==> config.mk <==
export PLATFORM = sky130hd
export DESIGN_NAME = fft_r22sdf_ctrl_flat
export DESIGN_NICKNAME = d
export VERILOG_FILES = /design/src/rtl/fft_r22sdf_pkg.sv /design/src/rtl/fft_r22sdf_ctrl_if.sv /design/src/rtl/fft_r22sdf_tw_addr.sv /design/src/rtl/fft_r22sdf_ctrl.sv /design/src/flat_wrapper.sv
export SDC_FILE = /design/constraint.sdc
export NUM_CORES = 1
export LEC_CHECK = 0
export CORE_MARGIN = 8
export CORE_UTILIZATION = 55
export CTS_BUF_LIST = sky130_fd_sc_hd__clkbuf_8
export DETAILED_ROUTE_END_ITERATION = 7
export PLACE_DENSITY = 0.8
export SYNTH_ARGS = -nofsm -noshare
export SYNTH_HDL_FRONTEND = slang
export SYNTH_SLANG_ARGS = --single-unit
==> constraint.sdc <==
create_clock -name clk_i -period 4.6 [get_ports clk_i]
set_input_delay 1.15 -clock clk_i [delete_from_list [all_inputs] [get_ports clk_i]]
set_output_delay 1.15 -clock clk_i [all_outputs]
set_load 0.01 [all_outputs]
==> src/rtl/fft_r22sdf_pkg.sv <==
// Shared helpers for the radix-2^2 SDF FFT sequencer: width math, bin-index
// bit reversal, per-stage pipeline delay and the twiddle quadrant multiplier.
package fft_r22sdf_pkg;

   function automatic int clog2(input int v);
      int r;
      int x;
      r = 0;
      x = v - 1;
      while (x > 0) begin
         r++;
         x = x >> 1;
      end
      return r;
   endfunction

   function automatic logic [31:0] bitrev(input logic [31:0] v, input int width);
      logic [31:0] r;
      r = '0;
      for (int i = 0; i < 32; i++) begin
         if (i < width) r[i] = v[width-1-i];
      end
      return r;
   endfunction

   // Samples take this many accepted cycles to reach stage s: each earlier
   // stage pair adds its BFI/BFII feedback delays plus one multiplier.
   function automatic int stage_delay(input int s, input int log2n, input int mult_lat);
      int acc;
      acc = 0;
      for (int j = 0; j < s; j++) begin
         acc += 3 * ((1 << log2n) >> (2 * j + 2)) + mult_lat;
      end
      return acc;
   endfunction

   function automatic logic [1:0] tw_mult(input logic [1:0] q);
      logic [1:0] m;
      case (q)
         2'd0:    m = 2'd0;
         2'd1:    m = 2'd2;
         2'd2:    m = 2'd1;
         default: m = 2'd3;
      endcase
      return m;
   endfunction

endpackage

==> src/rtl/fft_r22sdf_ctrl_if.sv <==
// Control bundle between the FFT sequencer (slave) and whoever drives the
// sample stream and consumes the per-stage selects (master).
interface fft_r22sdf_ctrl_if #(
   parameter int LOG2N   = 10,
   parameter int NSTAGES = LOG2N / 2
);
   logic                             in_valid_i;
   logic                             sync_clr_i;
   logic                             ce_o;
   logic [NSTAGES-1:0]               bfi_sel_o;
   logic [NSTAGES-1:0]               bfii_sel_o;
   logic [NSTAGES-1:0]               bfii_tsel_o;
   logic [(NSTAGES-1)*LOG2N-1:0]     tw_addr_o;
   logic                             out_valid_o;
   logic                             out_last_o;
   logic [LOG2N-1:0]                 out_idx_o;

   modport slave (
      input  in_valid_i, sync_clr_i,
      output ce_o, bfi_sel_o, bfii_sel_o, bfii_tsel_o, tw_addr_o,
             out_valid_o, out_last_o, out_idx_o
   );

   modport master (
      output in_valid_i, sync_clr_i,
      input  ce_o, bfi_sel_o, bfii_sel_o, bfii_tsel_o, tw_addr_o,
             out_valid_o, out_last_o, out_idx_o
   );
endinterface

==> src/rtl/fft_r22sdf_tw_addr.sv <==
// Twiddle ROM address for one multiplier stage, registered so it lines up
// with the sample the multiplier sees at the same clock-enable edge.
module fft_r22sdf_tw_addr
   import fft_r22sdf_pkg::*;
#(
   parameter int LOG2N = 10,
   parameter int STAGE = 0,
   localparam int W    = LOG2N - 2 * STAGE
) (
   input  logic             clk_i,
   input  logic             rst_n,
   input  logic             ld_i,
   input  logic [W-1:0]     c_i,
   output logic [LOG2N-1:0] addr_o
);
   localparam int N   = 1 << LOG2N;
   localparam int OFF = 3 * (N >> (2 * STAGE + 2));

   logic [W-1:0]     d;
   logic [1:0]       m;
   logic [LOG2N-1:0] prod;
   logic [LOG2N-1:0] addr_d;
   logic [LOG2N-1:0] addr_q;

   // Twiddles only apply once the BFII output window starts, hence the
   // offset by three quarters of this stage's span.
   assign d = c_i - W'(OFF);

   always_comb begin
      m      = tw_mult(d[W-1:W-2]);
      prod   = LOG2N'(m) * LOG2N'(d[W-3:0]);
      addr_d = addr_q;
      if (ld_i) addr_d = prod << (2 * STAGE);
   end

   always_ff @(posedge clk_i or negedge rst_n) begin
      if (!rst_n) addr_q <= '0;
      else        addr_q <= addr_d;
   end

   assign addr_o = addr_q;
endmodule

==> src/rtl/fft_r22sdf_ctrl.sv <==
// Sequencer for a streaming radix-2^2 SDF FFT: sample counting, per-stage
// butterfly selects, twiddle addresses, priming and bit-reversed output index.
module fft_r22sdf_ctrl
   import fft_r22sdf_pkg::*;
#(
   parameter int LOG2N    = 10,
   parameter int MULT_LAT = 1,
   localparam int NSTAGES = LOG2N / 2
) (
   input logic              clk_i,
   input logic              rst_n,
   fft_r22sdf_ctrl_if.slave bus
);
   localparam int N  = 1 << LOG2N;
   localparam int L  = (N - 1) + (NSTAGES - 1) * MULT_LAT;
   localparam int PW = clog2(L + 1);

   logic                         ld;
   logic [LOG2N-1:0]             cnt_d, cnt_q;
   logic [PW-1:0]                pcnt_d, pcnt_q;
   logic                         primed_d, primed_q;
   logic [LOG2N-1:0]             ocnt_d, ocnt_q;
   logic                         out_valid_d, out_valid_q;
   logic                         out_last_d, out_last_q;
   logic [LOG2N-1:0]             out_idx_d, out_idx_q;
   logic [NSTAGES-1:0]           bfi_nxt, bfii_nxt, tsel_nxt;
   logic [NSTAGES-1:0]           bfi_d, bfi_q, bfii_d, bfii_q, tsel_d, tsel_q;
   logic [(NSTAGES-1)*LOG2N-1:0] tw_addr;

   // A sync clear also reloads the selects so they realign to count zero.
   assign ld = bus.in_valid_i | bus.sync_clr_i;

   always_comb begin
      cnt_d       = cnt_q;
      pcnt_d      = pcnt_q;
      primed_d    = primed_q;
      ocnt_d      = ocnt_q;
      out_valid_d = 1'b0;
      out_last_d  = 1'b0;
      out_idx_d   = out_idx_q;
      if (bus.sync_clr_i) begin
         cnt_d     = '0;
         pcnt_d    = '0;
         primed_d  = 1'b0;
         ocnt_d    = '0;
         out_idx_d = '0;
      end else if (bus.in_valid_i) begin
         cnt_d = cnt_q + LOG2N'(1);
         if (!primed_q) begin
            pcnt_d   = pcnt_q + PW'(1);
            primed_d = (pcnt_q == PW'(L - 1));
         end else begin
            out_valid_d = 1'b1;
            out_last_d  = (ocnt_q == {LOG2N{1'b1}});
            out_idx_d   = LOG2N'(bitrev(32'(ocnt_q), LOG2N));
            ocnt_d      = ocnt_q + LOG2N'(1);
         end
      end
   end

   // Selects are computed from the next count so the registered value
   // matches the sample presented to each stage after the edge.
   for (genvar s = 0; s < NSTAGES; s++) begin : g_stage
      localparam int W  = LOG2N - 2 * s;
      localparam int SD = stage_delay(s, LOG2N, MULT_LAT) % N;

      logic [W-1:0] c_loc;

      assign c_loc       = W'(cnt_d - LOG2N'(SD));
      assign bfi_nxt[s]  = c_loc[W-1];
      assign bfii_nxt[s] = c_loc[W-2];
      assign tsel_nxt[s] = ~c_loc[W-1];

      if (s < NSTAGES - 1) begin : g_tw
         fft_r22sdf_tw_addr #(
            .LOG2N (LOG2N),
            .STAGE (s)
         ) u_tw (
            .clk_i  (clk_i),
            .rst_n  (rst_n),
            .ld_i   (ld),
            .c_i    (c_loc),
            .addr_o (tw_addr[s*LOG2N +: LOG2N])
         );
      end
   end

   always_comb begin
      bfi_d  = bfi_q;
      bfii_d = bfii_q;
      tsel_d = tsel_q;
      if (ld) begin
         bfi_d  = bfi_nxt;
         bfii_d = bfii_nxt;
         tsel_d = tsel_nxt;
      end
   end

   always_ff @(posedge clk_i or negedge rst_n) begin
      if (!rst_n) begin
         cnt_q       <= '0;
         pcnt_q      <= '0;
         primed_q    <= 1'b0;
         ocnt_q      <= '0;
         out_valid_q <= 1'b0;
         out_last_q  <= 1'b0;
         out_idx_q   <= '0;
         bfi_q       <= '0;
         bfii_q      <= '0;
         tsel_q      <= '0;
      end else begin
         cnt_q       <= cnt_d;
         pcnt_q      <= pcnt_d;
         primed_q    <= primed_d;
         ocnt_q      <= ocnt_d;
         out_valid_q <= out_valid_d;
         out_last_q  <= out_last_d;
         out_idx_q   <= out_idx_d;
         bfi_q       <= bfi_d;
         bfii_q      <= bfii_d;
         tsel_q      <= tsel_d;
      end
   end

   assign bus.ce_o        = bus.in_valid_i;
   assign bus.bfi_sel_o   = bfi_q;
   assign bus.bfii_sel_o  = bfii_q;
   assign bus.bfii_tsel_o = tsel_q;
   assign bus.tw_addr_o   = tw_addr;
   assign bus.out_valid_o = out_valid_q;
   assign bus.out_last_o  = out_last_q;
   assign bus.out_idx_o   = out_idx_q;
endmodule
==> src/flat_wrapper.sv <==
// flat-port wrapper written by rule: the top's interface ports become plain ports
module fft_r22sdf_ctrl_flat import fft_r22sdf_pkg::*;
#(
   parameter int LOG2N    = 10,
   parameter int MULT_LAT = 1,
   localparam int NSTAGES = LOG2N / 2
)
  (clk_i, rst_n, bus_in_valid_i, bus_sync_clr_i, bus_ce_o, bus_bfi_sel_o, bus_bfii_sel_o, bus_bfii_tsel_o, bus_tw_addr_o, bus_out_valid_o, bus_out_last_o, bus_out_idx_o);
  fft_r22sdf_ctrl_if #(.LOG2N(LOG2N)) bus_i ();
  input logic clk_i;
  input logic rst_n;
  input wire logic [$bits(bus_i.in_valid_i)-1:0] bus_in_valid_i;
  input wire logic [$bits(bus_i.sync_clr_i)-1:0] bus_sync_clr_i;
  output wire logic [$bits(bus_i.ce_o)-1:0] bus_ce_o;
  output wire logic [$bits(bus_i.bfi_sel_o)-1:0] bus_bfi_sel_o;
  output wire logic [$bits(bus_i.bfii_sel_o)-1:0] bus_bfii_sel_o;
  output wire logic [$bits(bus_i.bfii_tsel_o)-1:0] bus_bfii_tsel_o;
  output wire logic [$bits(bus_i.tw_addr_o)-1:0] bus_tw_addr_o;
  output wire logic [$bits(bus_i.out_valid_o)-1:0] bus_out_valid_o;
  output wire logic [$bits(bus_i.out_last_o)-1:0] bus_out_last_o;
  output wire logic [$bits(bus_i.out_idx_o)-1:0] bus_out_idx_o;
  assign bus_i.in_valid_i = bus_in_valid_i;
  assign bus_i.sync_clr_i = bus_sync_clr_i;
  assign bus_ce_o = bus_i.ce_o;
  assign bus_bfi_sel_o = bus_i.bfi_sel_o;
  assign bus_bfii_sel_o = bus_i.bfii_sel_o;
  assign bus_bfii_tsel_o = bus_i.bfii_tsel_o;
  assign bus_tw_addr_o = bus_i.tw_addr_o;
  assign bus_out_valid_o = bus_i.out_valid_o;
  assign bus_out_last_o = bus_i.out_last_o;
  assign bus_out_idx_o = bus_i.out_idx_o;
  fft_r22sdf_ctrl #(.LOG2N(LOG2N), .MULT_LAT(MULT_LAT)) u_core (.clk_i(clk_i), .rst_n(rst_n), .bus(bus_i));
endmodule
# Yosys cells after proc, flatten, opt, wreduce, memory -nomap -nowiden
# Cells that the tools add are included.
# classes
addsub,10
n_mul,4
n_eq_ne,11
n_mux,24
n_bitwise,6
reduce_logical,8
# op_table
op,count
10-bit two-way mux,8
11-bit two-way mux,3
2-bit case mux with 3 select lines,4
"10-bit by 1-bit adder with 10-bit output, second input constant",2
"11-bit by 1-bit adder with 11-bit output, second input constant",1
"11-bit equality test, second input constant",1
"10-bit equality test, second input constant",1
2-bit by 8-bit multiplier with 10-bit output,1
"10-bit subtractor, second input constant",1
1-bit two-way mux,9
"2-bit by 1-bit equality test with 1-bit output, second input constant",4
"2-bit equality test, second input constant",4
2-bit zero test,4
2-bit by 6-bit multiplier with 8-bit output,1
"8-bit by 1-bit subtractor with 8-bit output, second input constant",1
"8-bit subtractor, second input constant",1
2-bit by 4-bit multiplier with 6-bit output,1
"6-bit by 2-bit subtractor with 6-bit output, second input constant",1
"6-bit subtractor, second input constant",1
1-bit NOT,5
2-bit by 2-bit multiplier with 4-bit output,1
2-bit AND reduction,2
2-bit nonzero test,2
"4-bit by 2-bit subtractor with 4-bit output, second input constant",1
other kinds (3),3
# totals
register_bits,87
inputBits,4
out_inout_bits,68

# Longest topological paths before layout
# logic_depth
word_depth,8
mapped_depth,19

# Hierarchy
# A second synthesis with hierarchy kept.
# hier_totals
cells_unflattened,501
hier_area_um2,4956.0
# modules_own_cells
module,n_inst,cells_per_inst,area_per_inst_um2,seq_area_each_um2
fft_r22sdf_ctrl,1,294,2885.3,1476.4
fft_r22sdf_tw_addr at u_core.g_stage[0].g_tw.u_tw,1,83,800.8,250.2
fft_r22sdf_tw_addr at u_core.g_stage[1].g_tw.u_tw,1,57,574.3,200.2
fft_r22sdf_tw_addr at u_core.g_stage[2].g_tw.u_tw,1,45,442.9,150.1
fft_r22sdf_tw_addr at u_core.g_stage[3].g_tw.u_tw,1,22,252.7,100.1

# Worst setup path after synthesis
# OpenSTA, ideal clock, no wires.
# synth_timing
path_kind,input port to flip-flop
startpoint,input bus_in_valid_i
endpoint,register u_core.g_stage[1].g_tw.u_tw.addr_q[9]
setup_ns,0.095
arrival_time_ns,4.259
required_ns,4.505
setup_slack_ns,0.245
stages,19
path_buffers,2
path_cell_list,buf_6 clkbuf_1 nand2b_1 a21o_1 ha_1 nand2b_1 o21ai_0 nand4_1 a21oi_1 o21ai_1 a21oi_1 ha_1 inv_1 fa_1 nor2b_1 o21ai_0 nand2b_1 a21oi_1 o31ai_1
# synth_between
elab_chain_len,7
word_cells_on_any_way,10
cone_classes,add/sub: 2; mul: 1; eq/ne: 2; mux: 3; bitwise: 1; reduce/logical: 1
# synth_rtl
element,line,source
from (decl),flat_wrapper.sv:12,input wire logic [$bits(bus_i.in_valid_i)-1:0] bus_in_valid_i;
10-bit two-way mux,fft_r22sdf_ctrl.sv:47,end else if (bus.in_valid_i) begin
10-bit two-way mux,fft_r22sdf_ctrl.sv:41,if (bus.sync_clr_i) begin
8-bit by 1-bit subtractor with 8-bit output,fft_r22sdf_ctrl.sv:69,assign c_loc = W'(cnt_d - LOG2N'(SD));
8-bit subtractor,fft_r22sdf_tw_addr.sv:27,assign d = c_i - W'(OFF);
"2-bit equality test, or another cell as far along",fft_r22sdf_pkg.sv:39,case (q)
2-bit case mux with 3 select lines,fft_r22sdf_pkg.sv:39,
2-bit by 6-bit multiplier with 8-bit output,fft_r22sdf_tw_addr.sv:31,prod = LOG2N'(m) * LOG2N'(d[W-3:0]);
to (signal assigned),fft_r22sdf_tw_addr.sv:38,else addr_q <= addr_d;
to (decl),fft_r22sdf_tw_addr.sv:23,logic [LOG2N-1:0] addr_q;
# Several ways; a longest one is shown, not always the timed one.
# A chain may end at the register's enable or synchronous reset.

# Worst setup path after layout
# Same ends and word-level chain as after synthesis.

==> summary.md <==
| Metric | Value |
|---|---|
| Outcome | finished, final reports clean |
| Maxcap violations | 0 |
| GRT overflow | 0 |
| Post-synth EDFFs | 0 |
| Worst Hold Path EP | u_core.g_stage[3].g_tw.u_tw.addr_o[8]$_DFFE_PN0P_ |
| Fmax | between 200 and 300 MHz |
| CTS tree | done |
| Crit path capture type | flip-flop |
| Final Hold Vio Count | 0 |
| Placed Area | just under 6000 um2 |
| Hold Path Depth | 2 |
| Worst-path clk slew | around 90 ps |
| Fin cells | approximately 760 |
| Boundary pin count | 72 |
| Reg2reg path depth | 18 |
| Vias | 4069 |
| Worst path bufs/invs | 2 |
| CP max-delay cell | fa_1 |
| Die ar. | approximately 13000 um2 |
| FFs w/ async S/R, synth | 100% |
| I/O Buffers | 59 |
| Hold_sp | u_core.g_stage[3].g_tw.u_tw.addr_o[8]$_DFFE_PN0P_ |
| Sink Count | 87 |
| VDD IR max | approximately 0.19 mV |
| CP Class | in -> reg |
| Fin worst setup slack | 617 ps |
| GRT Total Usage | between 10% and 20% |
| Synth cell types | 58 |
| Startpoint types | input pin |
| Postcts setup bufs | 0 |
| Unrepaired setup endpoints after global routing | no |
| Post-detailed-route count of antenna-violating nets | 0 |
| Avg Vias per Cell | around 5.4 |
| CP Data Required Time | about 5000 ps |
| Launching point of the worst reg2reg path | u_core.cnt_q[0]$_DFF_PN0_ |
| Rows | 35 |
| Initial antenna violation count | 0 |
| CTS Buf Count | 9 |
| Final Cycle Share | 86.6% |
| Die W | ~110 um |
| WP data arrival | about 4200 ps |
| Place WS | -201 ps |
| Most used cell, CP | a21oi_1 |
| Main flop type after synthesis | dfrtp_1 |
| Slew @ Worst Pin | between 1000 and 1500 ps |
| Final cell utilization of the core | around 67% |
| Drt wl/cell | between 15 and 20 um |
| PD cells | roughly 300 nW/um2 |
| Share of cells above drive strength 1 | a little over a tenth |
| Worst skew pair latency | between 300 and 400 ps |
| Minimum clock period | around 4000 ps |
| Multi-input gate area | between 2000 and 3000 um2 |
| Slew HR | a little over a quarter |
| Number of global-route vias before repair | approximately 4200 |
| Final Wtd Congestion | between 0.8 and 0.9 |
| Final setup fails | 0 |
| Sequential fraction of the synthesis area | between 40% and 50% |
| Longest Clk Path Bufs | 2 |
| Final nets | 675 |
| Tightest Hold Check Type | reg -> reg |
| HPWL after DPL | between 8000 and 9000 um |
| CP max stage delay | ~380 ps |
| DRT Pass-1 Iters | 4 |
| Ys Warns | 0 |
| Core outline area | roughly 9000 um2 |
| Routed Wire Length | approximately 12000 um |
| Fill cells | between 700 and 800 |
| FF-to-FF setup slack | about 1000 ps |
| Crit path max fanout | 11 |
| Diodes inserted | 0 |
| Root buf cell | clkbuf_8 |
| Mapped cell area | about 5100 um2 |
| Layout Skew | between 15 and 20 ps |
| FF+latch area | approximately 2200 um2 |
| Crit-path cells | dlymetal6s2s_1, and2_1, o21a_1, ha_1, nand2b_1, o21ai_1, nand4_1, a21oi_1, o21ai_1, a21oi_1, ha_1, inv_1, fa_1, nor2b_1, o21ai_0, nand2b_1, a21oi_1, o31ai_1 |
| DRT iter0 DRCs | between 150 and 200 |
| Cell family with most CP delay | compound AO/OA/AOI/OAI gates |
| Count of pins over their slew limit | 0 |
| Largest net degree at the start of global routing | between 80 and 90 |
| CTS HTree Levels | 3 |
| Post-synthesis register bit count | just under 90 |
| Die height | ~110 um |
| Final Instance Area | about 6000 um2 |
| Area delta synth->final | 20.8% |
| Number of remaining DRC errors | 0 |
| Initial Util | a little under three fifths |
| First-pass GRT wire length | around 20000 um |
| Syn Area/Cell | roughly 9 um2 |
| Mapped Cells | 560 |
| Leakage | about 2.8 nW |
| Post-placement cell count | 742 |
| RR Endpoint | u_core.g_stage[1].g_tw.u_tw.addr_o[9]$_DFFE_PN0P_ |
## Yosys cell counts (6+ instances only)
master    number  area, um2
dfrtp_1       87       2180
nor2_1        80        300
nand2_1       65        244
a21oi_1       48        240
ha_1          26        325
o21ai_0       23        115
inv_1         19       71.3
xnor2_1       18        158
nand3_1       17       85.1
xor2_1        17        149
clkbuf_1      15       56.3
buf_4         14        105
nor2b_1       12       75.1
nand2b_1       9       56.3
or3_1          9       56.3
a21o_1         7       52.6
and3_1         7       43.8
nand4_1        6       37.5
o31ai_1        6       45.0
## power breakdown
group | switching (W) | internal (W) | total (W)
combinational | 0.000223 | 0.000212 | 0.000435
sequential | 0.0000331 | 0.000817 | 0.000850
clock | 0.000291 | 0.000308 | 0.000599
total | 0.000547 | 0.00134 | 0.00188
## worst max path at each step
stage	from	endpoint	slack, ps	cells past startpoint
3_5_place_dp	bus_in_valid_i	u_core.g_stage[1].g_tw.u_tw.addr_o[9]$_DFFE_PN0P_	-200	18
6_report	bus_in_valid_i	u_core.g_stage[1].g_tw.u_tw.addr_o[9]$_DFFE_PN0P_	620	18
4_1_cts	bus_in_valid_i	u_core.g_stage[1].g_tw.u_tw.addr_o[9]$_DFFE_PN0P_	180	18
5_1_grt	bus_in_valid_i	u_core.g_stage[1].g_tw.u_tw.addr_o[9]$_DFFE_PN0P_	290	18
2_1_floorplan	bus_in_valid_i	u_core.g_stage[1].g_tw.u_tw.addr_o[9]$_DFFE_PN0P_	250	19
3_3_place_gp	bus_in_valid_i	u_core.g_stage[1].g_tw.u_tw.addr_o[7]$_DFFE_PN0P_	-30	18
## kinds of logic after synthesis
family | after synthesis | synth area share, %
xor gates and xnor gates | 35 | 6.06
DFF | 87 | 43.0
muxes | 8 | 2.15
buffers and inverters | 57 | 5.81
other | 1 | 0.0741
and+or+nand+nor | 232 | 21.8
adders and majority gates | 29 | 7.61
AOI/OAI and AO/OA | 111 | 13.5
## per-layer routing
layer	share of wire, %	track usage [%]
met1	44	23.6
met2	50	33.0
met3	5.6	4.38
met4	1.1	6.47
met5	0	0
## final cells by class
type	instances	share of cell area [%]
multi-input cells	427	43.1
well taps	111	2.27
clock buffers	9	2.03
clock inverters	7	1.58
inverters	21	1.33
flip-flops and latches	87	35.6
repair buffers	96	14.1
## registers in the layout (all words and copies together) (netlist names)
name	cells
u_core.g_stage.g_tw.u_tw.addr_o	28
u_core.pcnt_q	11
u_core.bus.bfi_sel_o	5
u_core.bus.bfii_sel_o	5
u_core.bus.out_idx_o	10
u_core.ocnt_q	10
u_core.bus.out_valid_o	1
u_core.primed_q	1
u_core.bus.bfii_tsel_o	5
u_core.bus.out_last_o	1
u_core.cnt_q	10
## tightest hold or removal path, cell delays in order, from the launching register on
cell     delay, ps
dfrtp_1        360
nand2_1         50
nand2_1         50
## what timing repair did
item	in CTS	in global routing
hold buffers	0	0
endpoints found under the setup margin	0	3
resized for setup	0	2
## cell usage in the layout, fill, tap and decap left out, drive strengths merged, types with 4 or more instances in the layout
master,synthesis,routed
mux2i,5,5
nand3,17,17
conb,1,12
buf,21,39
nor2,80,80
xnor2,18,18
dfrtp,87,87
o21ai,24,24
inv,21,24
o31ai,7,7
nand2b,9,9
or3,9,9
clkbuf,15,9
ha,26,26
or2,6,6
and2,5,5
nand4,6,6
a211oi,5,5
a21o,7,7
and3,7,7
o21a,5,5
a21oi,48,48
clkdlybuf4s50,0,56
nor3,4,4
nand2,65,65
nor2b,12,12
xor2,17,17
## metrics by stage
| step | hold WS, ps | setup TNS [ps] | total power (W) |
|---|---|---|---|
| global route | 506 | 0 | 0.00198 |
| global placement | 452 | -38.9 | 0.00129 |
| floorplan | 497 | 0 | 0.00110 |
| CTS | 487 | 0 | 0.00190 |
| finish | 482 | 0 | 0.00188 |
| detailed placement | 463 | -492 | 0.00130 |
Note: power is estimated with default switching activity, not from simulation.
